File: src/rtl/next_pc_pkg.sv
// next_pc_pkg: shared BHT helpers (counter reset value, PC-to-index slice) and next-PC select encoding.
`default_nettype none

package next_pc_pkg;

    typedef enum logic [1:0] {
        SEL_SEQ     = 2'd0,
        SEL_PRED    = 2'd1,
        SEL_RECOVER = 2'd2
    } next_pc_sel_e;

    // Weakly-taken starting point: 2^(cnt_bits-1).
    function automatic int unsigned cnt_reset_val(input int cnt_bits);
        return 32'd1 << (cnt_bits - 1);
    endfunction

    // Word-aligned PCs: drop the two byte-offset bits, keep idx_bits above them.
    function automatic int unsigned bht_idx(input logic [63:0] pc, input int idx_bits);
        return 32'((pc >> 2) & ((64'd1 << idx_bits) - 64'd1));
    endfunction

endpackage

`default_nettype wire

File: src/rtl/bht_next_pc_if.sv
// bht_next_pc_if: pipeline-side signals of the next-PC unit; the optional statistics
// outputs exist only when BHT_STATS_EN is defined.
`default_nettype none

interface bht_next_pc_if #(
    parameter int XLEN = 32
);
    logic [XLEN-1:0] pc_adder_i;
    logic            branch_id_i;
    logic [XLEN-1:0] pc_id_i;
    logic [XLEN-1:0] jmp_id_i;
    logic            branch_ex_i;
    logic [XLEN-1:0] pc_ex_i;
    logic [XLEN-1:0] jmp_ex_i;
    logic            predict_ex_i;
    logic            taken_ex_i;
    logic [XLEN-1:0] next_pc_o;
    logic            predict_o;
    logic            flush_o;
    logic            mispredict_o;
`ifdef BHT_STATS_EN
    logic [XLEN-1:0] stat_branches_o;
    logic [XLEN-1:0] stat_mispredicts_o;
`endif

    modport master (
`ifdef BHT_STATS_EN
        input  stat_branches_o, stat_mispredicts_o,
`endif
        output pc_adder_i, branch_id_i, pc_id_i, jmp_id_i,
        output branch_ex_i, pc_ex_i, jmp_ex_i, predict_ex_i, taken_ex_i,
        input  next_pc_o, predict_o, flush_o, mispredict_o
    );

    modport slave (
`ifdef BHT_STATS_EN
        output stat_branches_o, stat_mispredicts_o,
`endif
        input  pc_adder_i, branch_id_i, pc_id_i, jmp_id_i,
        input  branch_ex_i, pc_ex_i, jmp_ex_i, predict_ex_i, taken_ex_i,
        output next_pc_o, predict_o, flush_o, mispredict_o
    );
endinterface

`default_nettype wire

File: src/rtl/bht_table.sv
// bht_table: array of saturating counters with one combinational read port
// and one saturating read-modify-write update port.
`default_nettype none

module bht_table
    import next_pc_pkg::*;
#(
    parameter int IDX_BITS = 4,
    parameter int CNT_BITS = 2
) (
    input  wire logic                clk_i,
    input  wire logic                rst_n_i,
    input  wire logic [IDX_BITS-1:0] rd_idx,
    output logic                     rd_taken,
    input  wire logic                wr_en,
    input  wire logic [IDX_BITS-1:0] wr_idx,
    input  wire logic                wr_taken
);
    localparam int                  ENTRIES = 1 << IDX_BITS;
    localparam logic [CNT_BITS-1:0] RST_VAL = CNT_BITS'(cnt_reset_val(CNT_BITS));

    logic [CNT_BITS-1:0] cnt [ENTRIES];

    // Read returns the stored (pre-update) value; no write-to-read bypass.
    assign rd_taken = cnt[rd_idx][CNT_BITS-1];

    always_ff @(posedge clk_i or negedge rst_n_i) begin
        if (!rst_n_i) begin
            for (int i = 0; i < ENTRIES; i++) begin
                cnt[i] <= RST_VAL;
            end
        end else if (wr_en) begin
            if (wr_taken && (cnt[wr_idx] != {CNT_BITS{1'b1}})) begin
                cnt[wr_idx] <= cnt[wr_idx] + 1'b1;
            end else if (!wr_taken && (cnt[wr_idx] != '0)) begin
                cnt[wr_idx] <= cnt[wr_idx] - 1'b1;
            end
        end
    end
endmodule

`default_nettype wire

File: src/rtl/bht_next_pc.sv
// bht_next_pc: BHT-predicted next-PC select with misprediction flush.
// Define BHT_STATS_EN to add saturating branch / mispredict statistics counters.
`default_nettype none

module bht_next_pc
    import next_pc_pkg::*;
#(
    parameter int XLEN     = 32,
    parameter int IDX_BITS = 4,
    parameter int CNT_BITS = 2
) (
    input  wire logic     clk_i,
    input  wire logic     rst_n_i,
    bht_next_pc_if.slave  bus
);
    logic [IDX_BITS-1:0] rd_idx;
    logic [IDX_BITS-1:0] wr_idx;
    logic                rd_taken;
    logic                predict;
    logic                mispredict;
    logic [XLEN-1:0]     recover_pc;
    next_pc_sel_e        sel;

    assign rd_idx = IDX_BITS'(bht_idx(64'(bus.pc_id_i), IDX_BITS));
    assign wr_idx = IDX_BITS'(bht_idx(64'(bus.pc_ex_i), IDX_BITS));

    bht_table #(
        .IDX_BITS (IDX_BITS),
        .CNT_BITS (CNT_BITS)
    ) u_table (
        .clk_i    (clk_i),
        .rst_n_i  (rst_n_i),
        .rd_idx   (rd_idx),
        .rd_taken (rd_taken),
        .wr_en    (bus.branch_ex_i),
        .wr_idx   (wr_idx),
        .wr_taken (bus.taken_ex_i)
    );

    assign predict    = bus.branch_id_i & rd_taken;
    assign mispredict = bus.branch_ex_i & (bus.predict_ex_i != bus.taken_ex_i);
    assign recover_pc = bus.taken_ex_i ? bus.jmp_ex_i : (bus.pc_ex_i + XLEN'(4));

    // EX recovery outranks the ID prediction: the ID instruction is on the wrong path.
    always_comb begin
        sel = SEL_SEQ;
        if (mispredict) begin
            sel = SEL_RECOVER;
        end else if (predict) begin
            sel = SEL_PRED;
        end
    end

    always_comb begin
        bus.next_pc_o = bus.pc_adder_i;
        case (sel)
            SEL_RECOVER: bus.next_pc_o = recover_pc;
            SEL_PRED:    bus.next_pc_o = bus.jmp_id_i;
            default:     bus.next_pc_o = bus.pc_adder_i;
        endcase
    end

    assign bus.predict_o    = predict;
    assign bus.flush_o      = mispredict;
    assign bus.mispredict_o = mispredict;

`ifdef BHT_STATS_EN
    always_ff @(posedge clk_i or negedge rst_n_i) begin
        if (!rst_n_i) begin
            bus.stat_branches_o    <= '0;
            bus.stat_mispredicts_o <= '0;
        end else begin
            if (bus.branch_ex_i && (bus.stat_branches_o != {XLEN{1'b1}})) begin
                bus.stat_branches_o <= bus.stat_branches_o + 1'b1;
            end
            if (mispredict && (bus.stat_mispredicts_o != {XLEN{1'b1}})) begin
                bus.stat_mispredicts_o <= bus.stat_mispredicts_o + 1'b1;
            end
        end
    end
`endif
endmodule

`default_nettype wire

File: src/flat_wrapper.sv
// flat-port wrapper written by rule: the top's interface ports become plain ports
module bht_next_pc_flat import next_pc_pkg::*;
#(
    parameter int XLEN     = 32,
    parameter int IDX_BITS = 4,
    parameter int CNT_BITS = 2
)
  (clk_i, rst_n_i, bus_pc_adder_i, bus_branch_id_i, bus_pc_id_i, bus_jmp_id_i, bus_branch_ex_i, bus_pc_ex_i, bus_jmp_ex_i, bus_predict_ex_i, bus_taken_ex_i, bus_next_pc_o, bus_predict_o, bus_flush_o, bus_mispredict_o);
  bht_next_pc_if #(.XLEN(XLEN)) bus_i ();
  input  wire logic clk_i;
  input  wire logic rst_n_i;
  input wire logic [$bits(bus_i.pc_adder_i)-1:0] bus_pc_adder_i;
  input wire logic [$bits(bus_i.branch_id_i)-1:0] bus_branch_id_i;
  input wire logic [$bits(bus_i.pc_id_i)-1:0] bus_pc_id_i;
  input wire logic [$bits(bus_i.jmp_id_i)-1:0] bus_jmp_id_i;
  input wire logic [$bits(bus_i.branch_ex_i)-1:0] bus_branch_ex_i;
  input wire logic [$bits(bus_i.pc_ex_i)-1:0] bus_pc_ex_i;
  input wire logic [$bits(bus_i.jmp_ex_i)-1:0] bus_jmp_ex_i;
  input wire logic [$bits(bus_i.predict_ex_i)-1:0] bus_predict_ex_i;
  input wire logic [$bits(bus_i.taken_ex_i)-1:0] bus_taken_ex_i;
  output wire logic [$bits(bus_i.next_pc_o)-1:0] bus_next_pc_o;
  output wire logic [$bits(bus_i.predict_o)-1:0] bus_predict_o;
  output wire logic [$bits(bus_i.flush_o)-1:0] bus_flush_o;
  output wire logic [$bits(bus_i.mispredict_o)-1:0] bus_mispredict_o;
  assign bus_i.pc_adder_i = bus_pc_adder_i;
  assign bus_i.branch_id_i = bus_branch_id_i;
  assign bus_i.pc_id_i = bus_pc_id_i;
  assign bus_i.jmp_id_i = bus_jmp_id_i;
  assign bus_i.branch_ex_i = bus_branch_ex_i;
  assign bus_i.pc_ex_i = bus_pc_ex_i;
  assign bus_i.jmp_ex_i = bus_jmp_ex_i;
  assign bus_i.predict_ex_i = bus_predict_ex_i;
  assign bus_i.taken_ex_i = bus_taken_ex_i;
  assign bus_next_pc_o = bus_i.next_pc_o;
  assign bus_predict_o = bus_i.predict_o;
  assign bus_flush_o = bus_i.flush_o;
  assign bus_mispredict_o = bus_i.mispredict_o;
  bht_next_pc #(.XLEN(XLEN), .IDX_BITS(IDX_BITS), .CNT_BITS(CNT_BITS)) u_core (.clk_i(clk_i), .rst_n_i(rst_n_i), .bus(bus_i));
endmodule
File: config.mk
export PLATFORM = sky130hd
export DESIGN_NAME = bht_next_pc_flat
export DESIGN_NICKNAME = d
export VERILOG_FILES = /design/src/rtl/next_pc_pkg.sv /design/src/rtl/bht_next_pc_if.sv /design/src/rtl/bht_table.sv /design/src/rtl/bht_next_pc.sv /design/src/flat_wrapper.sv
export SDC_FILE = /design/constraint.sdc
export NUM_CORES = 1
export LEC_CHECK = 0
export ABC_CLOCK_PERIOD_IN_PS = 5300
export CORE_UTILIZATION = 45
export CTS_BUF_LIST = sky130_fd_sc_hd__clkbuf_4
export DETAILED_ROUTE_END_ITERATION = 10
export GPL_TIMING_DRIVEN = 1
export MAX_ROUTING_LAYER = met4
export PLACE_DENSITY_LB_ADDON = 0.25
export SLEW_MARGIN = 25
export SYNTH_ARGS = -nofsm -noshare
export SYNTH_HDL_FRONTEND = slang
export SYNTH_HIERARCHICAL = 1
export SYNTH_SLANG_ARGS = --single-unit
export TNS_END_PERCENT = 10
File: constraint.sdc
create_clock -name clk_i -period 5.3 [get_ports clk_i]
set_input_delay 0.795 -clock clk_i [delete_from_list [all_inputs] [get_ports clk_i]]
set_output_delay 0.795 -clock clk_i [all_outputs]
set_load 0.01 [all_outputs]
---- Word level (Yosys, flattened, before mapping) ----
Cells that the tools add are included.
storage, ports and cells
  bits in registers ....................... 32
  bits in latches ......................... 0
  memory bits (writable) .................. 0
  bits in read-only memories .............. 0
  input port bits ......................... 166
  memories ................................ 0
operators by class
  add/subtract/negate cells ............... 3
  multipliers ............................. 0
  div/mod/pow operators ................... 0
  $lt $le $gt $ge ......................... 3
  equality and inequality tests ........... 4
  shift-type cells ........................ 0
  muxes and demuxes ....................... 16
  bitwise logic cells ..................... 4
  reductions and logical operators ........ 7
operators by type and width
  kind                                                number
  2-to-1 mux 32 bit                                   3
  bitwise mux 32 bit                                  2
  case mux 32 bit (2 select lines)                    1
  adder 32 x 3 -> 32 bit, second input constant       1
  binary-select mux 2 bit (select 4 bit)              2
  2-to-1 mux 2 bit                                    6
  >= comparator 5 bit, second input constant          2
  NOT 4 -> 5 bit                                      2
  demux 2 bit (select 4 bit)                          1
  < comparator 5 x 1 -> 1 bit, second input constant  1
  nonzero test 2 bit                                  2
  logical AND 1 bit                                   3
  adder 2 x 1 -> 2 bit, second input constant         1
  bitwise AND 1 bit                                   2
  == test 2 x 1 -> 1 bit, second input constant       1
  == test 2 bit, second input constant                1
  inequality test 2 bit, second input constant        1
  AND reduction 2 bit                                 1
  subtractor 2 x 1 -> 2 bit, second input constant    1
  zero test 1 bit                                     1
  2-to-1 mux 1 bit                                    1
  inequality test 1 bit                               1

---- Logic depth before layout (Yosys ltp) ----
Gate-level depths: netlist of the first run.
  depth after elaboration ................. 9
  mapped depth ............................ 10
  gate-level depth less buffers ........... 8

---- Hierarchy ----
The synthesis of the first run kept the hierarchy.
by module, submodules not included
  module       instances  cells each  area an instance (um^2)  sequential area each (um^2)
  bht_table    1          143         2,029.4                  820.8
  bht_next_pc  1          293         1,845.5                  0.0

---- Worst setup path after synthesis of the first run ----
Ideal clock, no wire load.
  path type ............................... input port to output port
  start ................................... input port bus_pc_id_i[2]
  end ..................................... output port bus_next_pc_o[17]
  arrival time ............................ 2.590 ns
  required time ........................... 4.505 ns
  setup slack ............................. 1.915 ns
  stages .................................. 8
  path buffers ............................ 1
  path through ............................ mux4_2 mux2i_1 mux2i_1 nand2_1 clkbuf_1 nand2_1 a31o_2 a31oi_1
on the way
  word-level cells in the longest chain between the ends .. 9
  elaborated cells on any way between the ends .. 10
RTL lines
  item                                                     line                RTL
  from (decl)                                              flat_wrapper.sv:14  input wire logic [$bits(bus_i.pc_id_i)-1:0] bus_pc_id_i;
  NOT 4 -> 5 bit (not written as such) *                   bht_table.sv:25     assign rd_taken = cnt[rd_idx][CNT_BITS-1];
  binary-select mux 2 bit (select 4 bit) *                 bht_table.sv:25
  2-to-1 mux 2 bit (not written as such) * (2 in a row)    bht_table.sv:25
  named net u_core.rd_taken                                bht_next_pc.sv:18   logic rd_taken;
  bitwise AND 1 bit *                                      bht_next_pc.sv:40   assign predict = bus.branch_id_i & rd_taken;
  2-to-1 mux 1 bit *                                       bht_next_pc.sv:49   end else if (predict) begin
  2-to-1 mux 2 bit *                                       bht_next_pc.sv:47   if (mispredict) begin
  == test 2 x 1 -> 1 bit or == test 2 bit (tied branches)  bht_next_pc.sv:56   case (sel)
  case mux 32 bit (2 select lines) *                       bht_next_pc.sv:56
  to (decl)                                                flat_wrapper.sv:21  output wire logic [$bits(bus_i.next_pc_o)-1:0] bus_next_pc_o;
Mark *: on every way through the listed nets, which the timed path passes. The rest lies on a longest branch. The select of a mux whose other input is x is not followed.

---- Final worst setup path of the first run ----
  start ................................... input port bus_pc_ex_i[2]
  end ..................................... output port bus_next_pc_o[30]
on the way
  word-level cells in the longest chain between the ends .. 3
RTL lines
  item                              line                RTL
  from (decl)                       flat_wrapper.sv:17  input wire logic [$bits(bus_i.pc_ex_i)-1:0] bus_pc_ex_i;
  adder 32 x 3 -> 32 bit            bht_next_pc.sv:42   assign recover_pc = bus.taken_ex_i ? bus.jmp_ex_i : (bus.pc_ex_i + XLEN'(4));
  2-to-1 mux 32 bit                 bht_next_pc.sv:42
  case mux 32 bit (2 select lines)  bht_next_pc.sv:56
No other way between the ends.

==> summary.md, run 1 <==
| Metric | Value |
|---|---|
| Setup WS post-layout | `between 0.6 and 0.7 ns` |
| Combinational family with the most area after synthesis | `simple AND/OR/NAND/NOR gates` |
| Fmax | `roughly 210 MHz` |
| Leak | `2.08 nW` |
| Outcome | `finished, final reports clean` |
| Inserted Diodes | `0` |
| Finished Cell Area | `0.00569 sq mm` |
| Vias post-DR | `4242` |
| Drt via density | `a little over 6` |
| Syn_nets | `605` |
| Max VDD drop | `0.310 mV` |
| EDFF count, synth | `0` |
| Combinational share of power | `0.603` |
| Hold-fix buffers at CTS | `0` |
| Commonest cells after routing, fill and taps aside | `clkdlybuf4s50_1, nand2_1, mux2_2, a31oi_1, mux2i_1` |
| HP Class | `reg2reg` |
| Routability cong. | `roughly 0.9` |
| Clk_skew | `0.0115 ns` |
| Minimum clock period | `4.69 ns` |
| Internal power | `1.00 mW` |
| DRC errors left | `0` |
| Placed insts | `686` |
| FP Rows | `33` |
| Worst-margin pin slew | `0.749 ns` |
| Unique masters post-synth | `60` |
| Nets | `757` |
| Area Overhead vs Synth | `46.8%` |
| Post-synthesis sequential area ratio | `0.212` |
| Core area | `0.00826 sq mm` |
| Setup bufs post-CTS | `0` |
| Synthesized-area fraction occupied by adder cells | `0.00969` |
| Compound-Gate Fraction of Synth Area | `0.154` |
| Root buffer cell | `clkbuf_4` |
| Placement Setup Slack | `roughly 0.57 ns` |
| Worst slew margin | `0.498` |
| Hold_ws | `0.545 ns` |
| Synthesized instance count | `approximately 440` |
| Critical path data required time | `4.51 ns` |
| Tcrit/Tclk final | `0.885` |
| Initial DRC count | `approximately 140` |
| Post-DP HPWL | `10.0 mm` |
| Max Root-Sink Buffers | `2` |
| Initial antenna violation count | `0` |
| Grt ovf | `0` |
| Finish-stage setup viols | `0` |
| WL per Instance | `between 15 and 20 um` |
| Synth Area in Simple Gates | `0.306` |
| Slack of the worst reg-to-reg path | `2.74 ns` |
| Register bit total from synthesis | `32` |
| Power density cells | `~280 mW/mm^2` |
| Worst Path Max Fanout | `12` |
| Top Ports | `201` |
| Crit Path Class | `in2out` |
| Filler Cell Count | `647` |
| Worst-skew pair later-pin latency | `0.33 ns` |
| # resized after CTS | `0` |
| Post-synthesis async set-or-reset flop share | `1.00` |
| Max H-tree Level | `2` |
| Fin util | `0.689` |
| Fin. max-slew vios | `0` |
| Max cap viols | `0` |
| Mux contribution to synthesized area | `0.233` |
| Die area | `0.00899 sq mm` |
| Pwr Total | `1.61 mW` |
| Setup_tns | `0 ns` |
| All-Layer GR Usage | `0.293` |
| Sequential fraction of design power | `0.314` |
| RSZ-0062 raised after global routing | `no` |
| Clock share of power | `0.083` |
| Largest net degree at the start of global routing | `56` |
| Iteration count of the initial detailed-routing pass | `4` |
| WL final | `13.3 mm` |
| Fin cells | `694` |
| Initial Utilization | `0.469` |
| Post-Synth XOR/XNOR Area | `0.0249` |
| Horiz. Die Dim | `94.8 um` |
| Share of layout cells above drive strength 1 | `0.200` |
| Psw | `roughly 600 uW` |
| Post-Syn Area | `0.00387 sq mm` |
| Syn Area/Cell | `8.89 sq um` |
| Data arrival, critical path | `between 3 and 4 ns` |
| Clock transition at the registers of the reported paths | `~0.090 ns` |
| R2R depth | `7` |
| Startpoint Class | `input port` |
| Yosys warning count | `6` |
| Chip height | `94.8 um` |
| Number of global-route vias before repair | `4086` |
| CTS tree | `built` |
| CTS sink cnt | `32` |
| Worst setup EP type | `output pin` |
| CTS buffer count | `5` |
| Commonest non-fill, non-tap cell in the layout | `clkdlybuf4s50_1` |
| Post-DRT Antenna Nets | `0` |
| Port Buffers | `172` |
| First-pass GRT wire length | `20.2 mm` |
| Synth Flop Type | `dfstp_2` |
| Final hold vios | `0` |
| Sw Share | `0.378` |
| Post-DP Area | `0.00563 sq mm` |
| Hold Path Cell Cnt | `1` |
-- worst max-delay path, cell delays in order --
cell and delay, ns:
clkdlybuf4s50_1 0.48, buf_4 0.17, ha_1 0.30, nand2_1 0.16
or4_1 0.71, or4_1 0.54, a31oi_1 0.17, clkdlybuf4s50_1 0.56
-- power by group through the flow --
stage          Clock, mW  Combinational (mW)  Sequential [mW]
2_1_floorplan          0               0.595            0.470
3_3_place_gp           0               0.922            0.486
3_5_place_dp           0               0.957            0.507
4_1_cts            0.137               0.961            0.503
5_1_grt            0.149                1.04            0.520
6_report           0.134               0.973            0.506
-- final cells by class --
type                            instances  area (sq um)  share of cell area
Multi-Input combinational cell        356          2830               0.497
Timing Repair Buffer                  185          1830               0.321
Sequential cell                        32           821               0.144
Tap cell                              105           131              0.0231
Clock buffer                            6          45.0             0.00792
Inverter                                8          30.0             0.00528
Clock inverter                          2          7.51             0.00132
-- metal layers --
layer | vias to the layer above | wire (um) | track usage
met5 | - | 0 | -
met4 | 0 | 380 | 0.114
met3 | 33 | 1060 | 0.0572
met2 | 183 | 6730 | 0.502
met1 | 2033 | 5110 | 0.337
li1 | 1993 | - | -
-- cells in the mapped netlist, drive strengths merged, types with 9 or more instances --
master,number,area [sq um]
clkbuf,28,105
nor3,15,120
a31o,13,114
nand2,69,259
nor4bb,17,170
or4,14,109
a31oi,22,138
mux4,12,270
mux2,39,443
nand4,9,71.3
mux2i,19,190
nor2,11,41.3
xnor2,10,87.6
buf,12,98.8
o31ai,14,105
nand3,17,97.6
dfstp,16,420
dfrtp,16,400
-- worst max path at each step --
stage | start | endpoint | cells past startpoint
final | bus_pc_ex_i[2] | bus_next_pc_o[30] | 8
after global routing | bus_pc_ex_i[2] | bus_next_pc_o[30] | 8
after CTS | bus_pc_id_i[2] | bus_next_pc_o[18] | 11
after detailed placement | bus_pc_id_i[2] | bus_next_pc_o[18] | 11
after global placement | bus_pc_id_i[2] | bus_next_pc_o[18] | 11
after floorplan | bus_pc_id_i[2] | bus_next_pc_o[17] | 8
-- cell families after synthesis --
kind of cell / Yosys count
AO/OA/AOI/OAI: 80
adder cells (fa/ha/maj): 3
XOR/XNOR: 11
multiplexers: 70
flip-flops: 32
AND/OR/NAND/NOR: 192
buffers and inverters: 48
(Power assumes the default switching activity.)
==> run 2: changes to the inputs <==
CAP_MARGIN = 15   (was unset)
CORE_UTILIZATION = 30   (was 45)
GPL_ROUTABILITY_DRIVEN = 0   (was unset)
==> run 2 against run 1 <==
Via count decreased by 3.3%. First-iteration DRC count grew 42%. Non-clock buffer count decreased by 2. Cell count grew 9.4%. Critical path depth down 1. Hold slack worse by 0.0069 ns. Register-to-register slack barely moved. Design area up 1.3%. Clock power rose by 4%. Power fell by 0.26%.
==> summary.md, run 2 (same netlist as run 1, synthesis figures left out) <==
| Metric | Value |
|---|---|
| WL per Instance | `18.4 um (-3.7%)` |
| Worst setup EP type | `output pin` |
| All-Layer GR Usage | `0.205 (-0.0880)` |
| Psw | `601 uW (-1.5%)` |
| Finished Cell Area | `0.00576 sq mm (+1.3%)` |
| Data arrival, critical path | `3.89 ns (about the same)` |
| Commonest cells after routing, fill and taps aside | `clkdlybuf4s50_1, nand2_1, mux2_2, a31oi_1, mux2i_1` |
| Hold-fix buffers at CTS | `0 (unchanged)` |
| WL final | `14.0 mm (+5.3%)` |
| Top Ports | `201 (unchanged)` |
| CP Buf/Inv Count | `2 (-1)` |
| Area Overhead vs Synth | `48.8%` |
| Grt ovf | `0 (unchanged)` |
| Combinational share of power | `0.603 (about the same)` |
| Minimum clock period | `4.69 ns (-0.00313 ns)` |
| Critical path data required time | `4.51 ns (about the same)` |
| Largest net degree at the start of global routing | `56 (unchanged)` |
| CTS buffer count | `5 (unchanged)` |
| Worst slew margin | `0.519 (+0.0206)` |
| Iteration count of the initial detailed-routing pass | `5 (+1)` |
| Horiz. Die Dim | `116 um (+22%)` |
| Commonest non-fill, non-tap cell in the layout | `clkdlybuf4s50_1` |
| Clock transition at the registers of the reported paths | `0.09 ns (about the same)` |
| DRC errors left | `0 (unchanged)` |
| CP max stage cell | `or4_1` |
| Chip height | `116 um (+22%)` |
| Fmax | `213 MHz (about the same)` |
| Max VDD drop | `0.255 mV (-18%)` |
| Hold_ws | `0.538 ns (-0.00689 ns)` |
| Initial DRC count | `205 (+42%)` |
| RSZ-0062 raised after global routing | `no` |
| Initial Utilization | `0.307 (-0.162)` |
| Post-DP HPWL | `10.6 mm (+6.2%)` |
| Max H-tree Level | `2 (unchanged)` |
| Share of layout cells above drive strength 1 | `0.201 (+0.000683)` |
| Drt via density | `5.41 (-12%)` |
| Power density cells | `279 mW/mm^2 (-1.6%)` |
| Fin cells | `759 (+9.4%)` |
| Nets | `755 (-0.26%)` |
| Max Root-Sink Buffers | `2 (unchanged)` |
| Levels on crit path | `7 (-1)` |
| Post-DP Area | `0.00571 sq mm (+1.4%)` |
| Startpoint Class | `input port` |
| Inserted Diodes | `0 (unchanged)` |
| Die area | `0.0134 sq mm (+49%)` |
| Setup bufs post-CTS | `0 (unchanged)` |
| Worst-skew pair later-pin latency | `0.33 ns (about the same)` |
| Number of global-route vias before repair | `3920 (-4.1%)` |
| Setup_tns | `0 ns (unchanged)` |
| R2R depth | `7 (unchanged)` |
| Port Buffers | `172 (unchanged)` |
| Clk_skew | `0.00475 ns (-0.00674 ns)` |
| First-pass GRT wire length | `20.9 mm (+3.7%)` |
| Finish-stage setup viols | `0 (unchanged)` |
| CTS tree | `built` |
| Fin. max-slew vios | `0 (unchanged)` |
| Sw Share | `0.373 (-0.00489)` |
| Placed insts | `751 (+9.5%)` |
| Hold Path Cell Cnt | `1 (unchanged)` |
| Root buffer cell | `clkbuf_4` |
| Fin util | `0.457 (-0.232)` |
| Outcome | `finished, final reports clean` |
| Max incr delay on CP | `0.71 ns (about the same)` |
| HP Class | `reg2reg` |
| Max cap viols | `0 (unchanged)` |
| Final hold vios | `0 (unchanged)` |
| Sequential fraction of design power | `0.311 (-0.003)` |
| CP Cell Sequence | `clkdlybuf4s50_1 > ha_1 > nand2_1 > or4_1 > or4_1 > a31oi_1 > clkdlybuf4s50_1` |
| Post-DRT Antenna Nets | `0 (unchanged)` |
| CP delay by family, top | `simple AND/OR/NAND/NOR gates` |
| Clock share of power | `0.086 (+0.003)` |
| Internal power | `1.01 mW (+0.53%)` |
| Crit Path Class | `in2out` |
| Worst-margin pin slew | `0.718 ns (-0.0307 ns)` |
| Initial antenna violation count | `0 (unchanged)` |
| Leak | `2.08 nW (-0.35%)` |
| Tcrit/Tclk final | `0.884 (about the same)` |
| Worst Path Max Fanout | `12 (unchanged)` |
| Core area | `0.0126 sq mm (+53%)` |
| Vias post-DR | `4103 (-3.3%)` |
| # resized after CTS | `0 (unchanged)` |
| FP Rows | `41 (+24%)` |
| CTS sink cnt | `32 (unchanged)` |
==> run 2: worst register-to-register path: stages (launching register included) <==
cell and delay, ns:
dfrtp_1 0.41, mux4_2 0.49, nand2_1 0.12, nand4_1 0.11, ha_1 0.23, mux2_4 0.37, nor4_2 0.34, mux2_2 0.37
==> run 2: through the flow <==
stage	setup slack, ns	total power [mW]
finish	0.613	1.61
global route	0.455	1.72
CTS	0.603	1.62
detailed placement	0.608	1.48
global placement	0.592	1.43
floorplan	1.91	1.07
==> run 2: final timing paths <==
kind | slack, ns | start | end
setup / recovery | 0.61 | bus_pc_ex_i[2] | bus_next_pc_o[30]
hold / removal | 0.54 | flip-flop | flip-flop
setup reg to reg | 2.75 | flip-flop | flip-flop
hold reg to reg | 0.54 | flip-flop | flip-flop
max in group asynchronous | 4.11 | rst_n_i | u_core/u_table/cnt[13]
min in group asynchronous | 0.86 | rst_n_i | async pin
==> run 2: layer usage <==
metal	vias to the layer above	wire length, um	GRT usage
met3	8	1100	0.0366
met2	128	7210	0.374
li1	1984	-	-
met4	0	89	0.0274
met1	1983	5590	0.241
met5	-	0	-
==> run 2: layout make-up <==
type	count	area (sq um)
clock inverter	1	3.75
inverter	8	30.0
tap	172	215
clock buffer	7	52.6
sequential	32	821
timing repair buffer	183	1810
fill	1239	6860
multi-input combinational	356	2830
==> run 2: power by group through the flow <==
stage | Combinational (mW) | Sequential [mW] | Clock [mW]
finish | 0.971 | 0.500 | 0.139
CTS | 0.979 | 0.499 | 0.146
detailed placement | 0.976 | 0.505 | 0
global route | 1.05 | 0.519 | 0.153
floorplan | 0.595 | 0.470 | 0
global placement | 0.944 | 0.489 | 0
